[src/rtl/cache_response_router.sv]
// Routes in-order cache read responses back to the issuing requestor.
// Define GLAY_RESP_ROUTER_ERROR_CHECK_EN to build overflow/orphan flags.
module cache_response_router #(
  parameter int NUM_MEMORY_REQUESTOR = 2,
  parameter int ID_WIDTH =
    (NUM_MEMORY_REQUESTOR > 1) ?
    $clog2(NUM_MEMORY_REQUESTOR) : 1,
  parameter int DATA_WIDTH = 512,
  parameter int ID_FIFO_DEPTH = 16,
  parameter int COUNT_WIDTH =
    $clog2(ID_FIFO_DEPTH + 1)
) (
  input  logic ap_clk,
  input  logic ap_rst_n,
  input  logic req_issue_valid,
  input  logic [ID_WIDTH-1:0] req_issue_id,
  input  logic cache_resp_valid,
  input  logic [DATA_WIDTH-1:0] cache_resp_rdata,
  output logic cache_resp_ready,
  output logic [NUM_MEMORY_REQUESTOR-1:0] mem_resp_valid,
  output logic [DATA_WIDTH-1:0] mem_resp_data,
  input  logic [NUM_MEMORY_REQUESTOR-1:0] mem_resp_ready,
  output logic [COUNT_WIDTH-1:0] outstanding_count,
  output logic id_fifo_full,
  output logic id_fifo_empty,
  output logic issue_overflow_error,
  output logic resp_orphan_error
);

  localparam int PTR_W =
    (ID_FIFO_DEPTH > 1) ? $clog2(ID_FIFO_DEPTH) : 1;
  localparam logic [COUNT_WIDTH-1:0] FULL_CNT =
    COUNT_WIDTH'(ID_FIFO_DEPTH);

  logic [ID_WIDTH-1:0] id_mem [ID_FIFO_DEPTH];
  logic [PTR_W-1:0] wr_ptr;
  logic [PTR_W-1:0] rd_ptr;
  logic [COUNT_WIDTH-1:0] count_q;
  logic [COUNT_WIDTH-1:0] count_next;
  logic full_q;
  logic empty_q;
  logic [ID_WIDTH-1:0] head_id;

  logic [ID_WIDTH-1:0] buf_id [2];
  logic [DATA_WIDTH-1:0] buf_data [2];
  logic hd;
  logic tail;
  logic [1:0] occ;
  logic [1:0] occ_next;
  logic ready_q;

  logic accept;
  logic push;
  logic drain;

  assign cache_resp_ready = ready_q & ~empty_q;
  assign accept = cache_resp_valid & cache_resp_ready;
  // A same-cycle pop frees the slot, so a push into a full FIFO is legal.
  assign push = req_issue_valid & (~full_q | accept);
  assign head_id = id_mem[rd_ptr];

  always_comb begin
    count_next = count_q
               + COUNT_WIDTH'(push)
               - COUNT_WIDTH'(accept);
  end

  always_ff @(posedge ap_clk) begin
    if (push) id_mem[wr_ptr] <= req_issue_id;
  end

  always_ff @(posedge ap_clk) begin
    if (!ap_rst_n) begin
      wr_ptr <= '0;
      rd_ptr <= '0;
      count_q <= '0;
      full_q <= 1'b0;
      empty_q <= 1'b1;
    end else begin
      if (push) wr_ptr <= wr_ptr + 1'b1;
      if (accept) rd_ptr <= rd_ptr + 1'b1;
      count_q <= count_next;
      full_q <= (count_next == FULL_CNT);
      empty_q <= (count_next == '0);
    end
  end

  assign outstanding_count = count_q;
  assign id_fifo_full = full_q;
  assign id_fifo_empty = empty_q;

  assign tail = hd ^ occ[0];
  assign mem_resp_data = buf_data[hd];

  always_comb begin
    mem_resp_valid = '0;
    for (int i = 0; i < NUM_MEMORY_REQUESTOR; i++) begin
      if (occ != 2'd0 && buf_id[hd] == ID_WIDTH'(i))
        mem_resp_valid[i] = 1'b1;
    end
  end

  // Only the head's own requestor can drain it.
  assign drain = |(mem_resp_valid & mem_resp_ready);

  always_comb begin
    occ_next = occ + 2'(accept) - 2'(drain);
  end

  always_ff @(posedge ap_clk) begin
    if (!ap_rst_n) begin
      hd <= 1'b0;
      occ <= 2'd0;
      ready_q <= 1'b0;
      buf_id[0] <= '0;
      buf_id[1] <= '0;
      buf_data[0] <= '0;
      buf_data[1] <= '0;
    end else begin
      if (accept) begin
        buf_id[tail] <= head_id;
        buf_data[tail] <= cache_resp_rdata;
      end
      if (drain) hd <= ~hd;
      occ <= occ_next;
      ready_q <= (occ_next < 2'd2);
    end
  end

`ifdef GLAY_RESP_ROUTER_ERROR_CHECK_EN
  logic overflow_hit;
  logic orphan_hit;
  logic overflow_q;
  logic orphan_q;

  assign overflow_hit = req_issue_valid & full_q & ~accept;
  assign orphan_hit = cache_resp_valid & ready_q & empty_q;

  always_ff @(posedge ap_clk) begin
    if (!ap_rst_n) begin
      overflow_q <= 1'b0;
      orphan_q <= 1'b0;
    end else begin
      if (overflow_hit) overflow_q <= 1'b1;
      if (orphan_hit) orphan_q <= 1'b1;
    end
  end

  assign issue_overflow_error = overflow_q;
  assign resp_orphan_error = orphan_q;
`else
  assign issue_overflow_error = 1'b0;
  assign resp_orphan_error = 1'b0;
`endif

endmodule
[config.mk]
export PLATFORM = sky130hd
export DESIGN_NAME = cache_response_router
export DESIGN_NICKNAME = d
export VERILOG_FILES = /design/src/rtl/cache_response_router.sv
export SDC_FILE = /design/constraint.sdc
export NUM_CORES = 1
export LEC_CHECK = 0
export CAP_MARGIN = 30
export CORE_AREA = 2 2 407 409
export DETAILED_ROUTE_END_ITERATION = 6
export DIE_AREA = 0 0 409 411
export PLACE_DENSITY = 0.54
export SLEW_MARGIN = 20
export SYNTH_ARGS = -nofsm -noshare
export SYNTH_HDL_FRONTEND = slang
export SYNTH_SLANG_ARGS = --single-unit
[constraint.sdc]
create_clock -name ap_clk -period 18.3 [get_ports ap_clk]
set_input_delay 2.745 -clock ap_clk [delete_from_list [all_inputs] [get_ports ap_clk]]
set_output_delay 2.745 -clock ap_clk [all_outputs]
set_load 0.1 [all_outputs]
==> flow_metrics.tcl <==
set metrics [dict create \
    grtUsageTotal_pct 15.7 \
    synth-main-ff-cell "edfxtp_1" \
    cts.hold.buffers_added 0 \
    cts_tree "built" \
    netlist.area_leader.share_pct 68.3 \
    avgSynthCellArea_um2 15.7 \
    drtIter0Drc 1622 \
    r2r_slack_ps 13880 \
    post-route-drc-count 0 \
    seq_area_frac_synth_pct 69.5 \
    dp_slack_ps 10430 \
    die_x_um 409 \
    rows 149 \
    dieArea_mm2 0.168 \
    routabilityCongestion 0.785 \
    grt_max_degree 202 \
    critPathKind "reg2out" \
    synthArstFlopShare_pct 0 \
    yosysTopAreaCell "edfxtp_1" \
    dp.cells 6150 \
    fin_nets 4617 \
    p_leak_nw 24.5 \
    start_util_pct 27.9 \
    setup_tns_ps 0 \
    finish.instance_area_mm2 0.0665 \
    synth_commonest_cells "edfxtp_1 (1040), and2_1 (1029), mux2_2 (516)" \
    drv_cap 0 \
    outcome "finished clean" \
    dr.pass1.iters 5 \
    yosysMostFrequentCell "edfxtp_1" \
    avgViaCountPerCell 4.30 \
    relSlewSlack_pct 16.9 \
    rsz0062_at_grt "no" \
    portBuffers 1040 \
    via_count 27500 \
    h-tree-depth 3 \
    hold_viol_final 0 \
    grt-ovfl-total 0 \
    hold_path_class "reg2reg" \
    syn_area_mm2 0.0457 \
    grt_pass1_vias 28000 \
    syn_inst 2914 \
    clkTransAtPathRegs_ps 60 \
    fin_cells 6401 \
    tightest_slew_ps 1250 \
    cts_made_buffers 117 \
    cts_buffer_depth 3 \
    final_util_pct 40.6 \
    cp_max_fo 140 \
    fin_ws_ps 9900 \
    start_kind "flip-flop" \
    post_cts_resized 0 \
    ys_types 41 \
    ir_drop_mv 0.0970 \
    ys_top_cells_by_area "edfxtp_1 (68%), and2_1 (14%), mux2_2 (13%)" \
    cts_setup_buffers 0 \
    power_mw 9.51 \
    setup_viol 0 \
    ant_nets 0 \
    grt_pass1_wl_um 195000 \
    root_buffer "clkbuf_16" \
    skew_ps 29.5 \
    finalMaxSlewViolations 0 \
    synth-seq-cells 1066 \
    design.core.area_mm2 0.164 \
    cp.required_ps 15550 \
    routedWlPerCell_um 21.4 \
    antenna_found_initial 70 \
    top_level_ports 1043 \
    layout-drive-gt1-share_pct 21.0 \
    numClockSinks 1066 \
    cp.arrival_ps 5660 \
    wl_um 137000 \
    max_freq_mhz 119 \
    die_y_um 411 \
    hold-worst-slack_ps 497 \
    endpoint_kind "output port" \
    clk-insertion-delay-late_ps 730 \
    area_growth_pct 45.5 \
    place_hpwl_um 92500 \
    p_per_area_mw_per_mm2 143 \
    min_period_ps 8400 \
    synth_edf_count 1040 \
    period_share_pct 45.9 \
    dpl_cell_area_mm2 0.0626 \
    ys_warn_count 0 \
]
## critical path: stages (launching register included)
cell,delay [ps]
dfxtp_4,910
buf_12,470
buf_4,490
buf_16,300
buf_4,670
mux2_2,310
clkdlybuf4s50_1,1130
## state kept, by name, summed over array words and instances (netlist names), named ones only
| name | cells |
|---|---|
| buf_data | 1024 |
| buf_id | 2 |
| hd | 1 |
| id_fifo_empty | 1 |
| id_fifo_full | 1 |
| id_mem | 16 |
| occ | 2 |
| outstanding_count | 5 |
| rd_ptr | 4 |
| ready_q | 1 |
| wr_ptr | 4 |
## cells in the final DEF (no fill, tap or decap), drive strengths merged, types with 5 or more instances in the layout
cell type,n
buf,193
nor2,29
nor3,5
diode,29
clkdlybuf4s50,1034
dfxtp,26
a21oi,5
edfxtp,1040
nand2,11
xnor2,6
bufinv,5
mux2,516
ha,12
and2,1029
inv,20
clkinv,52
clkbuf,154
xor2,7
## path summary, 6_finish.rpt
path                                 from  cells after the start                  to
worst min register to register  buf_id[1]                      2           buf_id[1]
worst max-delay path            flip-flop                      6  mem_resp_data[387]
worst max register to register     occ[0]                      6    buf_data[1][270]
worst min-delay path            buf_id[1]                      2           buf_id[1]
## power by group
part,internal [mW],switching (mW)
Combinational,1.38,2.83
Sequential,2.94,0.0789
Clock,1.29,0.990
Total,5.61,3.90
## layout make-up
cell class,count,area (um2)
inverter,14,52.6
sequential,1066,31800
timing repair buffer,1227,15100
tap,2189,2740
clock inverter,63,504
fill,15000,97400
antenna,29,72.6
clock buffer,154,3180
multi-input combinational,1659,13100
## cell families (layout without fill, tap and decap cells)
family	count (synthesis)	after routing	synth area share (%)
AO/OA/AOI/OAI	20	20	0.296
XOR/XNOR	13	13	0.249
buffers and inverters	190	1458	2.00
multiplexers	521	521	12.9
flip-flops	1066	1066	69.5
adder cells (fa/ha/maj)	13	13	0.372
other	1	31	0.00820
AND/OR/NAND/NOR	1090	1090	14.7
## per-layer routing
metal / global-route usage (%) / wire, um
met1: 19.1 / 54400
met2: 25.5 / 66000
met3: 5.68 / 11900
met4: 5.82 / 4000
met5: 0 / 400
Note: power is estimated with default switching activity, not from simulation.
